**src/rtl/mem_access_ctrl.sv**
```systemverilog
// Load/store initiator: turns single or block requests into per-cycle byte-lane memory commands.
// Optional build macro ALIGN_CHECK_EN rejects misaligned halfword/word accesses at accept.
module mem_access_ctrl #(
  parameter int unsigned ADDR_W   = 10,
  parameter int unsigned MEM_SIZE = 49
) (
  input  logic                  clock,
  input  logic                  reset,
  input  logic                  req,
  input  logic [2:0]            op,
  input  logic                  multi,
  input  logic [3:0]            count,
  input  logic [ADDR_W-1:0]     base,
  input  logic [31:0]           wdata,
  output logic                  ready,
  output logic [3:0]            wd_idx,
  output logic [31:0]           rdata,
  output logic                  rd_valid,
  output logic [3:0]            rd_idx,
  output logic                  done,
  output logic                  fault,
  output logic [2:0]            mem_control,
  output logic [4*ADDR_W-1:0]   mem_address,
  output logic [7:0]            mem_dw0,
  output logic [7:0]            mem_dw1,
  output logic [7:0]            mem_dw2,
  output logic [7:0]            mem_dw3,
  input  logic [31:0]           mem_read
);

  localparam logic [2:0] OP_LDRB  = 3'd0;
  localparam logic [2:0] OP_LDRH  = 3'd1;
  localparam logic [2:0] OP_LDR   = 3'd2;
  localparam logic [2:0] OP_LDRSB = 3'd3;
  localparam logic [2:0] OP_LDRSH = 3'd4;
  localparam logic [2:0] OP_STRB  = 3'd5;
  localparam logic [2:0] OP_STRH  = 3'd6;
  localparam logic [2:0] OP_STR   = 3'd7;

  typedef enum logic [1:0] {IDLE, ACCESS, DONE} state_t;

  state_t            state, state_nxt;
  logic [2:0]        op_q;
  logic [3:0]        n_q;
  logic [3:0]        idx_q;
  logic [ADDR_W-1:0] addr_q;

  logic              accept_c;
  logic              align_bad_c;
  logic              is_store_c;
  logic              last_c;
  logic              oor_c;
  logic [2:0]        eff_op_c;
  logic [ADDR_W-1:0] lane_c [4];
  logic [3:0]        lane_oor_c;
  logic [31:0]       ext_c;

  // Lane addresses of the current word and the range check over the lanes the op touches
  always_comb begin
    is_store_c = (op_q >= OP_STRB);
    for (int k = 0; k < 4; k++) begin
      lane_c[k]     = addr_q + ADDR_W'(k);
      lane_oor_c[k] = (32'(lane_c[k]) >= MEM_SIZE);
    end
    case (op_q)
      OP_STRB: oor_c = lane_oor_c[0];
      OP_STRH: oor_c = |lane_oor_c[1:0];
      default: oor_c = |lane_oor_c;
    endcase
    last_c = ((5'(idx_q) + 5'd1) >= 5'(n_q));
  end

  // Block transfers collapse to word load/store; alignment is judged on the reduced op
  always_comb begin
    eff_op_c = multi ? ((op < OP_STRB) ? OP_LDR : OP_STR) : op;
`ifdef ALIGN_CHECK_EN
    case (eff_op_c)
      OP_LDRH, OP_LDRSH, OP_STRH: align_bad_c = base[0];
      OP_LDR, OP_STR:             align_bad_c = |base[1:0];
      default:                    align_bad_c = 1'b0;
    endcase
`else
    align_bad_c = 1'b0;
`endif
  end

  // Load data extraction and extension
  always_comb begin
    case (op_q)
      OP_LDRB:  ext_c = {24'd0, mem_read[7:0]};
      OP_LDRSB: ext_c = {{24{mem_read[7]}}, mem_read[7:0]};
      OP_LDRH:  ext_c = {16'd0, mem_read[15:0]};
      OP_LDRSH: ext_c = {{16{mem_read[15]}}, mem_read[15:0]};
      default:  ext_c = mem_read;
    endcase
  end

  always_ff @(posedge clock or posedge reset) begin
    if (reset) state <= IDLE;
    else       state <= state_nxt;
  end

  // Memory commands are decoded straight from state so reset removes them immediately
  always_comb begin
    state_nxt   = state;
    accept_c    = 1'b0;
    ready       = 1'b0;
    done        = 1'b0;
    wd_idx      = 4'd0;
    mem_control = 3'd0;
    mem_address = '0;
    mem_dw0     = 8'd0;
    mem_dw1     = 8'd0;
    mem_dw2     = 8'd0;
    mem_dw3     = 8'd0;
    case (state)
      IDLE: begin
        ready = 1'b1;
        if (req) begin
          accept_c  = 1'b1;
          state_nxt = ((multi && (count == 4'd0)) || align_bad_c) ? DONE : ACCESS;
        end
      end
      ACCESS: begin
        mem_address = {lane_c[3], lane_c[2], lane_c[1], lane_c[0]};
        wd_idx      = idx_q;
        if (is_store_c) begin
          mem_dw0 = wdata[7:0];
          mem_dw1 = wdata[15:8];
          mem_dw2 = wdata[23:16];
          mem_dw3 = wdata[31:24];
          if (!oor_c) begin
            case (op_q)
              OP_STRB: mem_control = 3'd1;
              OP_STRH: mem_control = 3'd2;
              default: mem_control = 3'd3;
            endcase
          end
        end
        if (oor_c || last_c) state_nxt = DONE;
      end
      DONE: begin
        done      = 1'b1;
        state_nxt = IDLE;
      end
      default: state_nxt = IDLE;
    endcase
  end

  // Request context, word walk and registered load results
  always_ff @(posedge clock or posedge reset) begin
    if (reset) begin
      op_q     <= OP_LDRB;
      n_q      <= 4'd0;
      idx_q    <= 4'd0;
      addr_q   <= '0;
      rdata    <= 32'd0;
      rd_valid <= 1'b0;
      rd_idx   <= 4'd0;
      fault    <= 1'b0;
    end else begin
      rd_valid <= 1'b0;
      if (accept_c) begin
        op_q   <= eff_op_c;
        n_q    <= multi ? count : 4'd1;
        idx_q  <= 4'd0;
        addr_q <= base;
        fault  <= align_bad_c;
      end else if (state == ACCESS) begin
        idx_q  <= idx_q + 4'd1;
        addr_q <= addr_q + ADDR_W'(4);
        if (oor_c) fault <= 1'b1;
        if (!is_store_c) begin
          rd_valid <= 1'b1;
          rd_idx   <= idx_q;
          rdata    <= oor_c ? 32'd0 : ext_c;
        end
      end
    end
  end

endmodule

```
**config.mk**
```make
export PLATFORM = sky130hd
export DESIGN_NAME = mem_access_ctrl
export DESIGN_NICKNAME = d
export VERILOG_FILES = /design/src/rtl/mem_access_ctrl.sv
export SDC_FILE = /design/constraint.sdc
export NUM_CORES = 1
export LEC_CHECK = 0
export CAP_MARGIN = 20
export CORE_UTILIZATION = 65
export CTS_CLUSTER_DIAMETER = 60
export CTS_CLUSTER_SIZE = 28
export DETAILED_ROUTE_END_ITERATION = 7
export DONT_BUFFER_PORTS = 1
export GPL_TIMING_DRIVEN = 0
export PLACE_DENSITY_LB_ADDON = 0.25
export SLEW_MARGIN = 0
export SYNTH_ARGS = -nofsm -noshare
export SYNTH_HDL_FRONTEND = slang
export SYNTH_SLANG_ARGS = --single-unit
```
**constraint.sdc**
```tcl
create_clock -name clock -period 4.2 [get_ports clock]
set_clock_uncertainty 0.15 [all_clocks]
set_input_delay 0.84 -clock clock [delete_from_list [all_inputs] [get_ports clock]]
set_output_delay 0.84 -clock clock [all_outputs]
set_load 0.005 [all_outputs]
```
==> out/qor.yml <==
die:
  io-pin-count: 204
  placementRows: 29
  floorplan.initialDensity_pct: 68.2
  design.core.area_mm2: 0.00642
  die_height_um: 84.1
  die_w_um: 84.1
  design.die.area_mm2: 0.00707
place:
  gpl.final_weighted_congestion: 0.970
  hpwl_um: 9600
  portBuffers: 0
setup_path:
  worst-setup-path-type: "reg -> out"
  cp.buffers_inverters: 3
  cp.arrival_ps: 3010
  crit_chain: "inv_1, ha_1, a21oi_2, nor2_1, a41oi_1, nand3_1, o31a_1, buf_2, buf_2, nor2_1"
  r2r-start: "addr_q[1]"
  reg2regPathDepth: 10
  setup.worst_path.start_class: "flip-flop"
  crit_path_max_fanout: 11
  critical-path-max-stage-delay_ps: 490
  reg2reg_setup_slack_ps: 1250
  endpoint_kind: "primary output"
  critical_path.reg2reg.endpoint: "rdata[6]"
  critPathSlowestCell: "sky130_fd_sc_hd__dfrtp_2"
  worst_ep_required_time_ps: 3210
  worst_path_dominant_cell_family: "compound AO/OA/AOI/OAI gates"
routing:
  drtIter0Drc: 406
  1st_pass_router_iterations: 8
  residual_drc_count: 22
  routed_via_density: 6.35
  route.vias.total: 4279
  detail_route.wirelength_um: 12900
  drt.antenna.violating_nets: 0
  routedWlPerCell_um: 19.1
hold_path:
  hold_class: "in -> async"
clocking:
  root_buffer: "sky130_fd_sc_hd__clkbuf_8"
  numClockSinks: 61
  tritoncts.num_buffers: 9
  cts_buffer_depth: 2
  cts_hold_buf: 0
  htreeDepth: 3
  tritoncts: "built"
  clock_insertion_delay_worst_skew_ps: 350
  cts.clk_slew.worst_paths_ps: 70
synth:
  synth-edff-count: 0
  dominantRegCellSynth: "sky130_fd_sc_hd__dfrtp_1"
  netlist_top_cells_area: "sky130_fd_sc_hd__dfrtp_1 (35%), sky130_fd_sc_hd__nand2_1 (8.2%), sky130_fd_sc_hd__and2_1 (6.4%)"
  synth-async-reset-ratio_pct: 100
  syn-num-nets: 684
  synth_top_cell_by_area: "sky130_fd_sc_hd__dfrtp_1"
  synth_top_cell_area_share_pct: 34.9
  postSynthRegisterBits: 61
  post_synth_instance_area_mm2: 0.00438
  syn-mean-instance-area_um2: 7.55
  number_of_different_library_cells_in_the_post_synthesis_netlist: 55
  yosysSeqAreaShare_pct: 34.9
  synthCells: 580
  ys.warnings.count: 0
power:
  fin_total_pwr_mw: 2.82
  vdd.ir_drop.worst_mv: 0.343
  leakage_power_of_the_design_nw: 2.00
  pwr_density_cell_mw_per_mm2: 600
sta:
  final.period_utilization_pct: 95.3
  grt_setup_unrepaired: "false"
  fmax_ghz: 0.250
  report.final.setup_viol: 0
  post_route_setup_tns_ps: 0
  timing_worst_slew_pin_value_ps: 722
  slew-limit-headroom_pct: 51.7
  final-hold-violation-count: 0
  final.min_clock_period_ps: 4000
  maxSlewViolCount: 0
global_routing:
  grtUsageTotal_pct: 37.3
  grt_start_max_net_pins: 44
  grt_overflow: 0
  initial_antenna_violation_count: 0
  global_route_wire_length_before_repair_um: 20300
  via_count_of_the_first_global_routing_pass: 4062
job:
  drv_cap: 0
run_status:
  outcome: "finished with violations"
  violations: "DRC"
layout:
  syn_to_final_growth_pct: 7.26
  fillers: 506
  layout_cell_share_with_drive_strength_beyond_1_pct: 7.71
  insertedDiodeCount: 0
  multi_input_comb_area_mm2: 0.00254
  sequential_cell_area_mm2: 0.00153
  nets: 696
==> per-layer routing <==
metal / part of all wire (%) / wire length, um / GRT usage, %
met1: 41 / 5240 / 48.7
met2: 45 / 5840 / 56.0
met3: 10 / 1330 / 11.5
met4: 3.5 / 452 / 18.7
met5: 0 / 0 / 0
==> power by group <==
group          internal, mW  switching [mW]  total, mW
logic                 0.495           0.970       1.47
registers             0.708           0.140      0.848
clock network         0.263           0.240      0.503
total                  1.47            1.35       2.82
==> through the flow <==
stage | cells | hold WS, ps | util (%) | setup WS (ps) | cell area (um^2)
floorplan | 580 | 302 | - | 967 | 4380
global placement | 657 | 319 | 69.7 | 490 | 4470
detailed placement | 658 | 339 | 70.0 | 460 | 4490
CTS | 674 | 224 | 73.0 | 76.3 | 4690
global route | 674 | 250 | 73.1 | 26.1 | 4700
finish | 674 | 219 | 73.1 | 195 | 4700
==> flip-flops by register name, indices dropped and copies added, names as in the netlist <==
register and flops:
n_q 4, state 2, rd_valid 1, idx_q 4, addr_q 10, fault 1, rdata 32, op_q 3
rd_idx 4
==> cell type report <==
class                           instances  area share (%)
Inverter                               21            1.68
Multi-Input combinational cell        450            54.0
Buffer                                 48            5.09
Clock inverter                          4           0.666
Tap cell                               77            2.05
Timing Repair Buffer                    1           0.426
Clock buffer                           12            3.52
Sequential cell                        61            32.6
==> synthesized netlist by cell type, drive strengths merged, types with 2 or more instances <==
library cell	number
nand2	96
o21ai	86
dfrtp	61
nor2	57
and2	45
nand3	33
clkbuf	25
buf	23
ha	19
inv	19
xnor2	18
a21oi	16
nand4	10
a22o	8
nand2b	6
nor3	6
or3	6
nor2b	5
xor2	5
a221o	3
a31oi	3
a2bb2oi	2
clkinv	2
nor4b	2
o31ai	2
o32ai	2
==> how the worst max path moves through the flow <==
stage | from | end | slack (ps) | cells after the start
global placement | addr_q[1] | mem_control[0] | 490 | 8
finish | addr_q[1] | mem_control[1] | 200 | 10
global route | addr_q[1] | mem_control[1] | 30 | 10
detailed placement | addr_q[1] | mem_control[1] | 460 | 10
floorplan | addr_q[1] | mem_control[1] | 970 | 9
CTS | addr_q[1] | mem_control[1] | 80 | 10
==> layout by cell type (no fill, tap or decap), drive strengths merged, types with 2 or more instances in the layout <==
cell | netlist | final
a21oi | 16 | 16
a221o | 3 | 3
a22o | 8 | 8
a2bb2oi | 2 | 2
a31oi | 3 | 3
and2 | 45 | 45
buf | 23 | 24
clkbuf | 25 | 37
clkinv | 2 | 3
clkinvlp | 0 | 3
dfrtp | 61 | 61
ha | 19 | 19
inv | 19 | 19
nand2 | 96 | 96
nand2b | 6 | 6
nand3 | 33 | 33
nand4 | 10 | 10
nor2 | 57 | 57
nor2b | 5 | 5
nor3 | 6 | 6
nor4b | 2 | 2
o21ai | 86 | 86
o31ai | 2 | 2
o32ai | 2 | 2
or3 | 6 | 6
xnor2 | 18 | 18
xor2 | 5 | 5
==> cells by family (layout without fill, tap and decap cells) <==
| kind of cell | count (synthesis) | after routing | synth area share [%] |
|---|---|---|---|
| compound gates | 133 | 133 | 17.6 |
| other cells | 1 | 1 | 0.0857 |
| buf+inv | 69 | 86 | 7.26 |
| flops | 61 | 61 | 34.9 |
| fa+ha+maj | 19 | 19 | 5.43 |
| simple gates | 274 | 274 | 30.0 |
| xor+xnor | 23 | 23 | 4.77 |
==> repair_timing <==
| action | 4_1_cts | 5_1_grt |
|---|---|---|
| setup endpoints to repair | 0 | 2 |
| buffers inserted | 0 | 0 |
| resized for setup | 0 | 3 |
| hold endpoints to repair | 0 | 0 |
No activity file was read; power rests on OpenSTA's default activity.
